--- config.mk ---
export PLATFORM = sky130hd
export DESIGN_NAME = rf_initiator
export DESIGN_NICKNAME = d
export VERILOG_FILES = /design/src/rtl/rf_initiator.sv
export SDC_FILE = /design/constraint.sdc
export NUM_CORES = 1
export LEC_CHECK = 0
export ABC_AREA = 0
export BUFFER_PORTS_ARGS = -buffer_cell sky130_fd_sc_hd__buf_2
export CORE_AREA = 3 3 154 81
export DETAILED_ROUTE_END_ITERATION = 8
export DIE_AREA = 0 0 157 84
export PLACE_DENSITY = 0.74
export SLEW_MARGIN = 20
export SYNTH_ARGS = -nofsm -noshare
export SYNTH_HDL_FRONTEND = slang
export SYNTH_SLANG_ARGS = --single-unit
export TNS_END_PERCENT = 10
--- constraint.sdc ---
create_clock -name clk -period 2.9 [get_ports clk]
set_input_delay 0 -clock clk [delete_from_list [all_inputs] [get_ports clk]]
set_output_delay 0 -clock clk [all_outputs]
set_load 0.05 [all_outputs]
--- src/rtl/rf_initiator.sv ---
// Register-file initiator: turns read-pair / write / write-verify commands into
// one-cycle register-file accesses and returns a single response per command.
module rf_initiator #(
   parameter int DATA_WIDTH = 16,
   parameter int ADDR_WIDTH = 5
) (
   input  logic                  clk,
   input  logic                  reset,
   input  logic                  cmd_valid,
   output logic                  cmd_ready,
   input  logic [1:0]            cmd_op,
   input  logic [ADDR_WIDTH-1:0] cmd_addr1,
   input  logic [ADDR_WIDTH-1:0] cmd_addr2,
   input  logic [DATA_WIDTH-1:0] cmd_wdata,
   output logic                  rsp_valid,
   input  logic                  rsp_ready,
   output logic [DATA_WIDTH-1:0] rsp_data1,
   output logic [DATA_WIDTH-1:0] rsp_data2,
   output logic                  rsp_mismatch,
   output logic [DATA_WIDTH-1:0] rf_din,
   output logic [ADDR_WIDTH-1:0] rf_wad1,
   output logic [ADDR_WIDTH-1:0] rf_rad1,
   output logic [ADDR_WIDTH-1:0] rf_rad2,
   output logic                  rf_wen1,
   output logic                  rf_ren1,
   output logic                  rf_ren2,
   input  logic [DATA_WIDTH-1:0] rf_dout1,
   input  logic [DATA_WIDTH-1:0] rf_dout2,
   input  logic                  rf_collision,
   output logic                  busy,
   output logic [7:0]            coll_cnt
);

   localparam logic [1:0] OP_RD  = 2'b00;
   localparam logic [1:0] OP_WR  = 2'b01;
   localparam logic [1:0] OP_WV  = 2'b10;
   localparam logic [1:0] OP_RSV = 2'b11;

   typedef enum logic [2:0] {
      IDLE  = 3'd0,
      WRITE = 3'd1,
      READ  = 3'd2,
      WAIT  = 3'd3,
      RESP  = 3'd4
   } state_t;

   state_t                state_r, state_next_s;
   logic [1:0]            op_r;
   logic [ADDR_WIDTH-1:0] addr1_r, addr2_r;
   logic [DATA_WIDTH-1:0] wdata_r;

   logic                  cmd_ready_r, rsp_valid_r, rsp_mismatch_r, busy_r;
   logic [DATA_WIDTH-1:0] rsp_data1_r, rsp_data2_r, rf_din_r;
   logic [ADDR_WIDTH-1:0] rf_wad1_r, rf_rad1_r, rf_rad2_r;
   logic                  rf_wen1_r, rf_ren1_r, rf_ren2_r;
   logic [7:0]            coll_cnt_r;

   logic                  accept_s;
   logic [1:0]            op_s;
   logic [ADDR_WIDTH-1:0] addr1_s, addr2_s;
   logic [DATA_WIDTH-1:0] wdata_s;
   logic                  rf_wen1_s, rf_ren1_s, rf_ren2_s;
   logic [DATA_WIDTH-1:0] rf_din_s, rsp_data1_s, rsp_data2_s;
   logic [ADDR_WIDTH-1:0] rf_wad1_s, rf_rad1_s, rf_rad2_s;
   logic                  rsp_mismatch_s;

   function automatic logic [7:0] sat_inc8(input logic [7:0] v);
      if (v == 8'd255) begin
         return v;
      end else begin
         return v + 8'd1;
      end
   endfunction

   assign accept_s = (state_r == IDLE) && cmd_valid;

   // Command fields: live inputs in the accept cycle, latched copy afterwards.
   always_comb begin
      if (state_r == IDLE) begin
         op_s    = cmd_op;
         addr1_s = cmd_addr1;
         addr2_s = cmd_addr2;
         wdata_s = cmd_wdata;
      end else begin
         op_s    = op_r;
         addr1_s = addr1_r;
         addr2_s = addr2_r;
         wdata_s = wdata_r;
      end
   end

   // Next-state logic.
   always_comb begin
      state_next_s = state_r;
      case (state_r)
         IDLE: begin
            if (cmd_valid) begin
               case (cmd_op)
                  OP_RD:   state_next_s = READ;
                  OP_WR:   state_next_s = WRITE;
                  OP_WV:   state_next_s = WRITE;
                  OP_RSV:  state_next_s = RESP;
                  default: state_next_s = IDLE;
               endcase
            end else begin
               state_next_s = IDLE;
            end
         end
         WRITE:   state_next_s = (op_r == OP_WV) ? READ : RESP;
         READ:    state_next_s = WAIT;
         WAIT:    state_next_s = RESP;
         RESP: begin
            if (rsp_ready) begin
               state_next_s = IDLE;
            end else begin
               state_next_s = RESP;
            end
         end
         default: state_next_s = IDLE;
      endcase
   end

   // Register-file drive for the upcoming cycle; outputs are registered so the
   // enables line up exactly with the WRITE / READ state cycles.
   always_comb begin
      rf_wen1_s = 1'b0;
      rf_ren1_s = 1'b0;
      rf_ren2_s = 1'b0;
      rf_din_s  = rf_din_r;
      rf_wad1_s = rf_wad1_r;
      rf_rad1_s = rf_rad1_r;
      rf_rad2_s = rf_rad2_r;
      case (state_next_s)
         WRITE: begin
            rf_wen1_s = 1'b1;
            rf_wad1_s = addr1_s;
            rf_din_s  = wdata_s;
         end
         READ: begin
            rf_ren1_s = 1'b1;
            rf_rad1_s = addr1_s;
            if (op_s == OP_RD) begin
               rf_ren2_s = 1'b1;
               rf_rad2_s = addr2_s;
            end else begin
               rf_ren2_s = 1'b0;
            end
         end
         default: begin
            rf_wen1_s = 1'b0;
         end
      endcase
   end

   // Response payload: captured from the RF at the end of WAIT, zeroed when
   // entering RESP by any other path, otherwise held.
   always_comb begin
      rsp_data1_s    = rsp_data1_r;
      rsp_data2_s    = rsp_data2_r;
      rsp_mismatch_s = rsp_mismatch_r;
      if (state_r == WAIT) begin
         rsp_data1_s    = rf_dout1;
         rsp_data2_s    = (op_r == OP_RD) ? rf_dout2 : '0;
         rsp_mismatch_s = (op_r == OP_WV) ? (rf_dout1 != wdata_r) : 1'b0;
      end else if ((state_next_s == RESP) && (state_r != RESP)) begin
         rsp_data1_s    = '0;
         rsp_data2_s    = '0;
         rsp_mismatch_s = (op_s == OP_RSV);
      end else begin
         rsp_mismatch_s = rsp_mismatch_r;
      end
   end

   // State, latched command and all registered outputs.
   always_ff @(posedge clk) begin
      if (reset) begin
         state_r        <= IDLE;
         op_r           <= 2'b00;
         addr1_r        <= '0;
         addr2_r        <= '0;
         wdata_r        <= '0;
         cmd_ready_r    <= 1'b1;
         busy_r         <= 1'b0;
         rsp_valid_r    <= 1'b0;
         rsp_data1_r    <= '0;
         rsp_data2_r    <= '0;
         rsp_mismatch_r <= 1'b0;
         rf_wen1_r      <= 1'b0;
         rf_ren1_r      <= 1'b0;
         rf_ren2_r      <= 1'b0;
         rf_din_r       <= '0;
         rf_wad1_r      <= '0;
         rf_rad1_r      <= '0;
         rf_rad2_r      <= '0;
         coll_cnt_r     <= 8'd0;
      end else begin
         state_r <= state_next_s;
         if (accept_s) begin
            op_r    <= cmd_op;
            addr1_r <= cmd_addr1;
            addr2_r <= cmd_addr2;
            wdata_r <= cmd_wdata;
         end
         cmd_ready_r    <= (state_next_s == IDLE);
         busy_r         <= (state_next_s != IDLE);
         rsp_valid_r    <= (state_next_s == RESP);
         rsp_data1_r    <= rsp_data1_s;
         rsp_data2_r    <= rsp_data2_s;
         rsp_mismatch_r <= rsp_mismatch_s;
         rf_wen1_r      <= rf_wen1_s;
         rf_ren1_r      <= rf_ren1_s;
         rf_ren2_r      <= rf_ren2_s;
         rf_din_r       <= rf_din_s;
         rf_wad1_r      <= rf_wad1_s;
         rf_rad1_r      <= rf_rad1_s;
         rf_rad2_r      <= rf_rad2_s;
         if (rf_collision) begin
            coll_cnt_r <= sat_inc8(coll_cnt_r);
         end
      end
   end

   assign cmd_ready    = cmd_ready_r;
   assign busy         = busy_r;
   assign rsp_valid    = rsp_valid_r;
   assign rsp_data1    = rsp_data1_r;
   assign rsp_data2    = rsp_data2_r;
   assign rsp_mismatch = rsp_mismatch_r;
   assign rf_wen1      = rf_wen1_r;
   assign rf_ren1      = rf_ren1_r;
   assign rf_ren2      = rf_ren2_r;
   assign rf_din       = rf_din_r;
   assign rf_wad1      = rf_wad1_r;
   assign rf_rad1      = rf_rad1_r;
   assign rf_rad2      = rf_rad2_r;
   assign coll_cnt     = coll_cnt_r;

endmodule

### Word level (Yosys, flattened, before mapping)

Cells that the tools add are included.

* bits in registers: 109
* logic and storage cells: 69

* $add $sub $neg: 1
* eq/ne operators: 15
* mux-type cells: 19
* bitwise gates (word level): 2
* reductions and logical operators: 13

Operator list (count)
* $mux 16: 5
* $ne 16x16->1: 1
* $pmux 3 s5: 1
* $mux 5: 2
* $eq 3x2->1 const B: 3
* $mux 3: 3
* $pmux 3 s3: 1
* $add 8x1->8 const B: 1
* $eq 2x2->1 const B: 4
* $eq 8x8->1 const B: 1
* $eq 3x1->1 const B: 2
* $eq 3x3->1 const B: 2
* $logic_not 2->1: 3
* $logic_not 3->1: 2
* $mux 1: 6
* $reduce_and 2->1: 2
* $reduce_or 2->1: 2
* $ne 3x3->1 const B: 1
* $reduce_bool 3->1: 1
* $eq 2x1->1 const B: 1
* $logic_and 1x1->1: 2
* $mux 2: 1
* $not 1->1: 2
* $reduce_bool 2->1: 1

### Longest topological paths before layout

Gate-level depths: netlist of the first run.

* word-level depth: 9
* mapped depth: 8

### Least setup slack after synthesis of the first run

No wires, ideal clock.

* path type: register to register
* from: reg state_r[1]
* to: reg rf_din_r[0] (netlist: rf_din[0])
* arrival: 1.818 ns
* data required time: 2.819 ns
* slack: 1.000 ns
* cell stages (with the launch flop): 7
* path buffers: 2
* period minus slack after synthesis: 1.900 ns
* path through: dfxtp_1 > buf_2 > or4b_4 > nor4b_4 > buf_6 > nor2_1 > a211oi_2

* word-level cells in the longest chain between the ends: 3
* elaborated cells on any way between the ends: 8

RTL lines
* from (decl): line 47 `state_t state_r, state_next_s;`
* from (signal assigned): line 197 `state_r <= state_next_s;`
* $eq 3x3->1 (tied with other cells): line 95 `case (state_r)`
* $pmux 3 s5: line 95
* $eq 3x1->1: line 133 `case (state_next_s)`
* to (signal assigned): line 213 `rf_din_r <= rf_din_s;`
* to (decl): line 53 `logic [DATA_WIDTH-1:0] rsp_data1_r, rsp_data2_r, rf_din_r;`

Parallel ways exist; a longest one is shown, timed or not.
A chain may end at the register's enable or synchronous reset.

### Final worst setup path of the first run

* from: reg state_r[1]
* to: reg rf_din_r[6] (netlist: rf_din[6])

Same word-level chain as after synthesis.

==> reports/qor.txt, run 1 <==
Outcome: complete, no violations
Inserted Clock Buffers: 9
Tot GR Track Use: 0.189
Slew Viols, Final: 0
Worst VDD drop: 0.248 mV
Worst EP required: 3.17 ns
Sequential element share of the synthesized area: 0.488
Ant. Diodes: 0
Final design utilization: 0.560
Fin cells: 822
Hold path startpoint: cmd_valid
RSZ-0062 raised after global routing: false
Via count: 4165
Crit end category: register
GRT overflow: 0
Clk buf depth: 2
Most frequent cells in the layout: 141 x buf_2, 109 x dfxtp_1, 73 x nor2_1
Area of the multi-input gates: 2130 um^2
Die height: 84 um
Final Wtd Congestion: 0.781
R2R setup slack: 0.69 ns
#FFs+latches synth: 109
Final count of hold timing violations: 0
Synth Area in XOR/XNOR: 0.0431
Register area: 2180 um^2
Synth Area in Compound Gates: 0.178
Reg2Reg Depth: 5
Clk sinks: 109
Die Area: 13200 um^2
Avg Synthesized Cell Area: 9.23 um^2
Instance count of the mapped netlist: 484
Hold Crit Endpoint: state_r[0]
Adder and majority cell fraction of the synthesized area: 0.00840
Fmax: 0.452 GHz
Period utilization: 0.762
Worst r2r src: state_r[1]
Clk Latency, worst-skew pair: 0.35 ns
Fill cell count: 975
CP startpoint kind: register
EDFF count, synth: 0
First-pass GRT wire length: 20.2 mm
Buffers on Ports: 142
Core region area: 11000 um^2
Largest net degree at the start of global routing: 62
HPWL Detailed: 8.07 mm
Vias in the first global route: 3991
Netlist cell types: 42
Wirelength per Cell: 15.0 um
Worst-path fanout max: 29
Syn Nets: 552
Clock transition at path regs: 0.07 ns
Ys flop type: dfxtp_1
Most common cell after layout, fill and taps aside: buf_2
Share of cells above drive strength 1: 0.287
# IOs: 143
Hold depth: 3
Max cap viols: 0
Post-Syn Area: 4470 um^2
CP Class: register to register
Number of H-tree levels: 3
Clk_skew: 0.00788 ns
WP data arrival: 2.48 ns
CTS root buf: clkbuf_16
Yosys warning total: 0
Total Routed Length: 12.3 mm
PD cells: 598 nW/um^2
DR pass1 iterations: 5
Via/cell ratio: 5.07
Pleak: 2.76 nW
Slowest-stage cell, CP: or4b_4
TNS Setup: 0 ns
Worst Tran Pin Value: 0.771 ns
Mux cell area share after synthesis: 0.0627
Worst path max stage delay: 0.77 ns
FF-to-FF End: rf_din[6]
Die Width: 157 um
Cell Chain, Critical Path: or4b_4, nor4b_4, buf_4, nor2_1, a211oi_2
CTS tree: yes
Final Setup Violations: 0
Slew HR: 0.486
Fin nets: 740
Total placed cells including tap cells: 746
Fraction of the mapped netlist area in simple logic gates: 0.182
Async set-reset flop share out of synthesis: 0
Remaining antenna violation count: 0
# DRC: 0
Drt first-iter violations: 312
Initial antenna violation count: 0
Post-CTS Setup Inserts: 0
Layout area overhead: 38.4%
Num rows: 27
Hold Crit Class: input port to register
Starting Density: 0.404
Combinational family with the most area after synthesis: simple AND/OR/NAND/NOR gates
Fin crit period: 2.21 ns
-- worst max path at each step --
| stage | from | to | depth (start not counted) |
|---|---|---|---|
| finish | state_r[1] | rf_din[6] | 5 |
| floorplan | state_r[1] | rf_din[0] | 6 |
| global route | state_r[1] | rf_wad1[0] | 5 |
| CTS | state_r[1] | rf_din[6] | 5 |
| detailed placement | state_r[1] | rf_din[12] | 5 |
| global placement | state_r[1] | rf_wad1[0] | 5 |
-- stage by stage --
stage	power (mW)	cell area, um^2	worst slack [ns]	hold WS [ns]
floorplan	2.21	4470	1.00	0.136
global placement	2.39	5280	0.774	0.248
detailed placement	2.40	5280	0.697	0.255
CTS	3.72	6180	0.667	0.0386
global route	3.85	6180	0.493	0.0718
finish	3.70	6180	0.690	0.0606
-- synthesized netlist by cell type (3+ instances only) --
master,instances,area [um^2]
xor2_1,19,166
or2_2,6,37.5
nor4_1,4,25.0
inv_1,4,15.0
a22oi_1,32,240
xnor2_1,3,26.3
a21oi_1,38,190
ha_1,3,37.5
nor2_1,73,274
buf_2,6,30.0
nor3_1,4,20.0
nand3_1,3,15.0
nand2_1,66,248
o21ai_0,3,15.0
clkbuf_1,22,82.6
a211oi_1,9,67.6
nand4_1,3,18.8
and2_1,3,18.8
mux2i_1,28,280
dfxtp_1,109,2180
a211oi_2,18,225
-- cells by family (layout without fill, tap and decap cells) --
family                   count (synthesis)  count (layout)
AO/OA/AOI/OAI                          107             107
buffers and inverters                   37             230
XOR/XNOR                                22              22
flip-flops                             109             109
AND/OR/NAND/NOR                        178             178
adder cells (fa/ha/maj)                  3               3
multiplexers                            28              28
-- report_power, final --
group	leakage, nW	switching, mW	total, mW	internal (mW)
clock	0.144	0.575	1.26	0.685
combinational	1.73	0.503	0.790	0.287
sequential	0.887	0.0641	1.65	1.58
-- flip-flops by register name, summed over array words and instances (netlist names) --
signal and flops:
op_r 2, state_r 3, busy 1, cmd_ready 1, rsp_valid 1, rf_rad2 5, rf_rad1 5, coll_cnt 8
addr2_r 5, rf_wen1 1, rf_wad1 5, addr1_r 5, rf_ren2 1, rsp_data2 16, rf_ren1 1, rsp_mismatch 1
rf_din 16, wdata_r 16, rsp_data1 16
-- cell type report --
type,instances,area share
clock buffers,11,0.0376
clock inverters,5,0.0111
inverters,4,0.00243
multi-input cells,338,0.344
flip-flops and latches,109,0.353
well taps,145,0.0293
repair buffers,210,0.222
-- what timing repair did --
item	CTS	global route
endpoints found under the hold margin	60	0
gates resized for setup	0	0
hold buffers	60	0
setup endpoints to repair	0	0
-- layer usage --
layer	track usage	share of wire
met2	0.319	0.49
met5	0	0
met3	0.0451	0.044
met1	0.234	0.44
met4	0.0707	0.031
-- worst max-delay path: cells and delay by family, from the launching register on --
family | cells | cell delay (ns)
and+or+nand+nor | 3 | 1.18
DFF | 1 | 0.41
buffers and inverters | 1 | 0.32
AOI/OAI and AO/OA | 1 | 0.20
(Power assumes the default switching activity.)
==> inputs of run 2 (changes only) <==
==> constraint.sdc (replaced) <==
create_clock -name clk -period 2.05 [get_ports clk]
set_input_delay 0 -clock clk [delete_from_list [all_inputs] [get_ports clk]]
set_output_delay 0 -clock clk [all_outputs]
set_load 0.05 [all_outputs]
==> run 2 against run 1 <==
Sequential cell count stayed put. Design area increased by 2.2%. Global-route usage is 0.055 points lower. Wire length is 4.5% higher. Critical path type unchanged. Sequential power rose by 41%. Register-to-register slack got worse by 0.67 ns. Die area unchanged. Hold slack better by 0.036 ns. Total power increased by 43%. Clock power increased by 42%. Clock skew is 0.0010 ns lower. Worst setup slack lost 0.67 ns.
==> reports/qor.txt, run 2 (synthesis gave the netlist of run 1 again) <==
Outcome: complete, no violations
CTS tree: yes
Die height: 84 um
Routing usage on met2: 0.334
WP data arrival: 2.28 ns
Cell Chain, Critical Path: or4b_4, nor4b_4, buf_4, buf_6, nor2_1, a211oi_1
Most common cell after layout, fill and taps aside: buf_2
Inserted Clock Buffers: 9
Final design utilization: 0.572
Via/cell ratio: 5.08
Placed cell areas: 5360 um^2
Period utilization: 0.989
CTS root buf: clkbuf_16
Remaining antenna violation count: 0
Layout area overhead: 41.4%
R2R setup slack: 0.02 ns
Hold path startpoint: cmd_valid
Clk_skew: 0.00685 ns
Ant. Diodes: 0
GRT overflow: 0
Vias in the first global route: 4161
Critical path's top delay family: simple AND/OR/NAND/NOR gates
Die Width: 157 um
Worst-path fanout max: 11
HPWL Detailed: 8.20 mm
Worst VDD drop: 0.425 mV
Number of H-tree levels: 3
PD cells: 839 nW/um^2
First-pass GRT wire length: 20.3 mm
Clk Latency, worst-skew pair: 0.33 ns
Reg2Reg Depth: 6
Fin Hold WS: 0.0964 ns
Num rows: 27
Slew HR: 0.640
Tot GR Track Use: 0.189
Hold Crit Class: input port to register
Initial antenna violation count: 0
Pleak: 2.83 nW
Wirelength per Cell: 15.5 um
DR pass1 iterations: 4
Met3 Track Usage GR: 0.0373
Clock transition at path regs: 0.07 ns
Design Area, Final: 6320 um^2
Slew Viols, Final: 0
Clk buf depth: 2
Core region area: 11000 um^2
Slowest-stage cell, CP: or4b_4
# DRC: 0
Worst EP required: 2.30 ns
Met1 GRT Util: 0.228
Global routing's busiest layer: met2
Final Wtd Congestion: 0.796
CP startpoint kind: register
Worst Path Buf+Inv: 2
Final Setup Violations: 0
# IOs: 143
Starting Density: 0.404
Worst path max stage delay: 0.58 ns
Worst r2r src: state_r[1]
Die Area: 13200 um^2
Total Routed Length: 12.9 mm
CP Class: register to register
Hold Crit Endpoint: state_r[0]
Via count: 4222
Clk sinks: 109
Drt first-iter violations: 296
Share of cells above drive strength 1: 0.299
RSZ-0062 raised after global routing: true
FF-to-FF End: rf_wad1[0]
Most frequent cells in the layout: 141 x buf_2, 108 x dfxtp_1, 73 x nor2_1
Largest net degree at the start of global routing: 44
Fin crit period: 2.03 ns
Crit end category: register
Hold depth: 3
Fmax: 0.493 GHz
Worst Tran Pin Value: 0.537 ns
Buffers on Ports: 142
Fin nets: 749
Max cap viols: 0
Final count of hold timing violations: 0
[run 2: how the worst max path moves through the flow]
stage,start,end,slack [ns],cells past startpoint
2_1_floorplan,state_r[1],rf_din[0],0.15,6
3_3_place_gp,state_r[1],rf_wad1[4],0.14,5
3_5_place_dp,state_r[1],rf_din[15],0.09,5
4_1_cts,state_r[1],rf_din[15],0.08,5
5_1_grt,op_r[1],rf_rad1[0],-0.03,5
6_report,state_r[1],rf_wad1[0],0.02,6
[run 2: power breakdown]
| group | switching, mW | internal, mW | total (mW) |
|---|---|---|---|
| Combinational | 0.733 | 0.447 | 1.18 |
| Sequential | 0.0922 | 2.24 | 2.33 |
| Clock | 0.793 | 0.998 | 1.79 |
[run 2: area by class of cell]
class                           instances  area (um^2)
Multi-Input combinational cell        338         2130
Fill cell                             961         4730
Clock buffer                           11          243
Sequential cell                       109         2180
Clock inverter                          5         66.3
Tap cell                              145          181
Timing Repair Buffer                  219         1500
Inverter                                4         15.0
[run 2: worst min-delay path, cell delays in order]
cell,delay (ns)
buf_2,0.15
a21oi_1,0.17
nor3_1,0.06
[run 2: timing repair]
| action | 4_1_cts | 5_1_grt |
|---|---|---|
| setup endpoints to repair | 0 | 11 |
| endpoints found under the hold margin | 60 | 0 |
| hold buffers | 60 | 0 |
| gates resized for setup | 0 | 4 |
| buffers inserted | 0 | 2 |
[run 2: stage by stage]
stage	worst slack [ns]	total power, mW	setup TNS [ns]	cells
global route	-0.0343	5.55	-0.338	831
floorplan	0.150	3.13	0	484
global placement	0.137	3.42	0	751
detailed placement	0.0852	3.44	0	751
CTS	0.0777	5.33	0	827
finish	0.0234	5.30	0	831
[run 2: routing by layer]
layer / routed length, um / part of all wire / up-vias
met5: 0 / 0 / -
met4: 273 / 0.021 / 0
met3: 496 / 0.039 / 24
met2: 6530 / 0.51 / 113
met1: 5570 / 0.43 / 2011
li1: - / - / 2074
==> inputs of run 3 (changes only) <==
--- a/config.mk
+++ b/config.mk
@@ -7,10 +7,10 @@
 export LEC_CHECK = 0
 export ABC_AREA = 0
 export BUFFER_PORTS_ARGS = -buffer_cell sky130_fd_sc_hd__buf_2
-export CORE_AREA = 3 3 154 81
+export CORE_AREA = 3 3 127 98
 export DETAILED_ROUTE_END_ITERATION = 8
-export DIE_AREA = 0 0 157 84
-export PLACE_DENSITY = 0.74
+export DIE_AREA = 0 0 130 101
+export PLACE_DENSITY = 0.73
 export SLEW_MARGIN = 20
 export SYNTH_ARGS = -nofsm -noshare
 export SYNTH_HDL_FRONTEND = slang
==> constraint.sdc (replaced) <==
create_clock -name clk -period 2.15 [get_ports clk]
set_input_delay 0 -clock clk [delete_from_list [all_inputs] [get_ports clk]]
set_output_delay 0 -clock clk [all_outputs]
set_load 0.05 [all_outputs]
==> run 3 against run 2 <==
Largest cell class unchanged. Sequential cell count did not move. Hold slack got worse by 0.028 ns. Register-to-register slack improved by 0.09 ns. Count of clock-buffer cells in the layout did not move. Design area rose by 0.57%.
==> reports/qor.txt, run 3 (synthesis gave the netlist of run 1 again) <==
Clk buf depth: 2
Via/cell ratio: 5.03
Most common cell after layout, fill and taps aside: buf_2
Post-CTS Setup Inserts: 0
Worst Tran Pin Value: 0.532 ns
Num rows: 34
Slew HR: 0.643
Worst VDD drop: 0.509 mV
Most frequent cells in the layout: 141 x buf_2, 108 x dfxtp_1, 73 x nor2_1
# DRC: 0
Slew Viols, Final: 0
TNS Setup: 0 ns
PD cells: 822 nW/um^2
RSZ-0062 raised after global routing: false
Largest net degree at the start of global routing: 52
Period utilization: 0.962
Final count of hold timing violations: 0
Total Routed Length: 12.5 mm
Outcome: complete, no violations
CTS tree: yes
WP data arrival: 2.34 ns
Starting Density: 0.390
Worst-path fanout max: 12
Buffers on Ports: 142
Hold Crit Class: input port to register
Worst Path Buf+Inv: 3
Clk Latency, worst-skew pair: 0.34 ns
Clk sinks: 109
Core region area: 11400 um^2
CTS root buf: clkbuf_16
Fmax: 0.483 GHz
Wirelength per Cell: 15.1 um
Tot GR Track Use: 0.189
Drt first-iter violations: 296
Die height: 101 um
Final Setup Violations: 0
CP dominant cell by count: a21oi_1
Fin nets: 748
Initial antenna violation count: 0
Fill cell count: 1029
Inserted Clock Buffers: 9
CP startpoint kind: input port
Clk_skew: 0.00466 ns
HPWL Detailed: 8.38 mm
Met1 Routed Length: 5.43 mm
DR pass1 iterations: 7
Max cap viols: 0
Via count: 4162
Worst setup margin: 0.0806 ns
Worst EP required: 2.42 ns
DP Worst Slack: 0.161 ns
Final Wtd Congestion: 0.962
Critical path's top delay family: simple AND/OR/NAND/NOR gates
Met2 WL: 6.30 mm
Max Used Layer: met4
CP Class: input port to register
Die Width: 130 um
Vias in the first global route: 4151
Layout area overhead: 42.2%
Crit end category: register
First-pass GRT wire length: 19.9 mm
Share of cells above drive strength 1: 0.292
Number of H-tree levels: 3
Cell Chain, Critical Path: dlygate4sd3_1, buf_2, inv_1, ha_1, a21oi_1, o21ai_0, or3_4, or2_2, a21oi_1
Die Area: 13100 um^2
Pleak: 2.86 nW
# IOs: 143
Remaining antenna violation count: 0
Slowest-stage cell, CP: dlygate4sd3_1
Ant. Diodes: 0
Detail Route met3 WL: 584 um
Clock transition at path regs: 0.07 ns
GRT overflow: 0
Fin crit period: 2.07 ns
Worst path max stage delay: 0.52 ns
R2R setup slack: 0.11 ns
## run 3: changes by cell type in the layout (fill, tap and decap cells not counted), sizes merged
cell         change
buf              -6
dlygate4sd3      +6
bufinv           +2
inv              -2
clkbuf           -1
clkinvlp         -1
## run 3: path summary, 6_finish.rpt
| check | start | end | cells after the start |
|---|---|---|---|
| setup / recovery | cmd_op[1] | rf_rad1[4] | 9 |
| hold / removal | cmd_valid | state_r[0] | 3 |
| setup reg to reg | state_r[1] | wdata_r[10] | 5 |
| hold reg to reg | addr1_r[4] | addr1_r[4] | 2 |
## run 3: cell type report
cell class	count	area (um^2)	area share
Sequential cell	109	2180	0.344
Multi-Input combinational cell	338	2140	0.336
Timing Repair Buffer	218	1490	0.234
Clock buffer	11	253	0.0398
Tap cell	144	180	0.0284
Clock inverter	4	95.1	0.0150
Inverter	4	15.0	0.00236
## run 3: report_power, final
group	internal, mW	leakage (nW)	total (mW)	switching [mW]
Combinational	0.418	1.80	1.11	0.689
Sequential	2.14	0.888	2.22	0.0832
Clock	1.19	0.172	1.90	0.704
Total	3.75	2.86	5.22	1.48
## run 3: routing by layer
metal,track usage,vias up
met5,0,-
li1,-,2066
met1,0.235,1971
met2,0.321,113
met4,0.0551,0
met3,0.0535,12
## run 3: timing repair
| item | 4_1_cts | 5_1_grt |
|---|---|---|
| endpoints found under the setup margin | 0 | 10 |
| resized for setup | 0 | 3 |
| hold buffers | 66 | 0 |
| hold endpoints to repair | 64 | 0 |
## run 3: per-stage QoR
stage	total power [mW]	hold slack, ns	instances	cell area, um^2	utilization
after global placement	3.24	0.249	747	5340	0.466
after detailed placement	3.27	0.260	747	5340	0.466
after global routing	5.45	0.0798	828	6350	0.555
final	5.22	0.0689	828	6350	0.555
after CTS	5.27	0.0490	828	6340	0.554
after floorplan	2.98	0.136	484	4470	-
## run 3: tightest hold or removal path, delay by kind of cell
kind	cells	cell delay (ns)
AOI/OAI and AO/OA	1	0.16
buffers and inverters	1	0.14
and+or+nand+nor	1	0.07
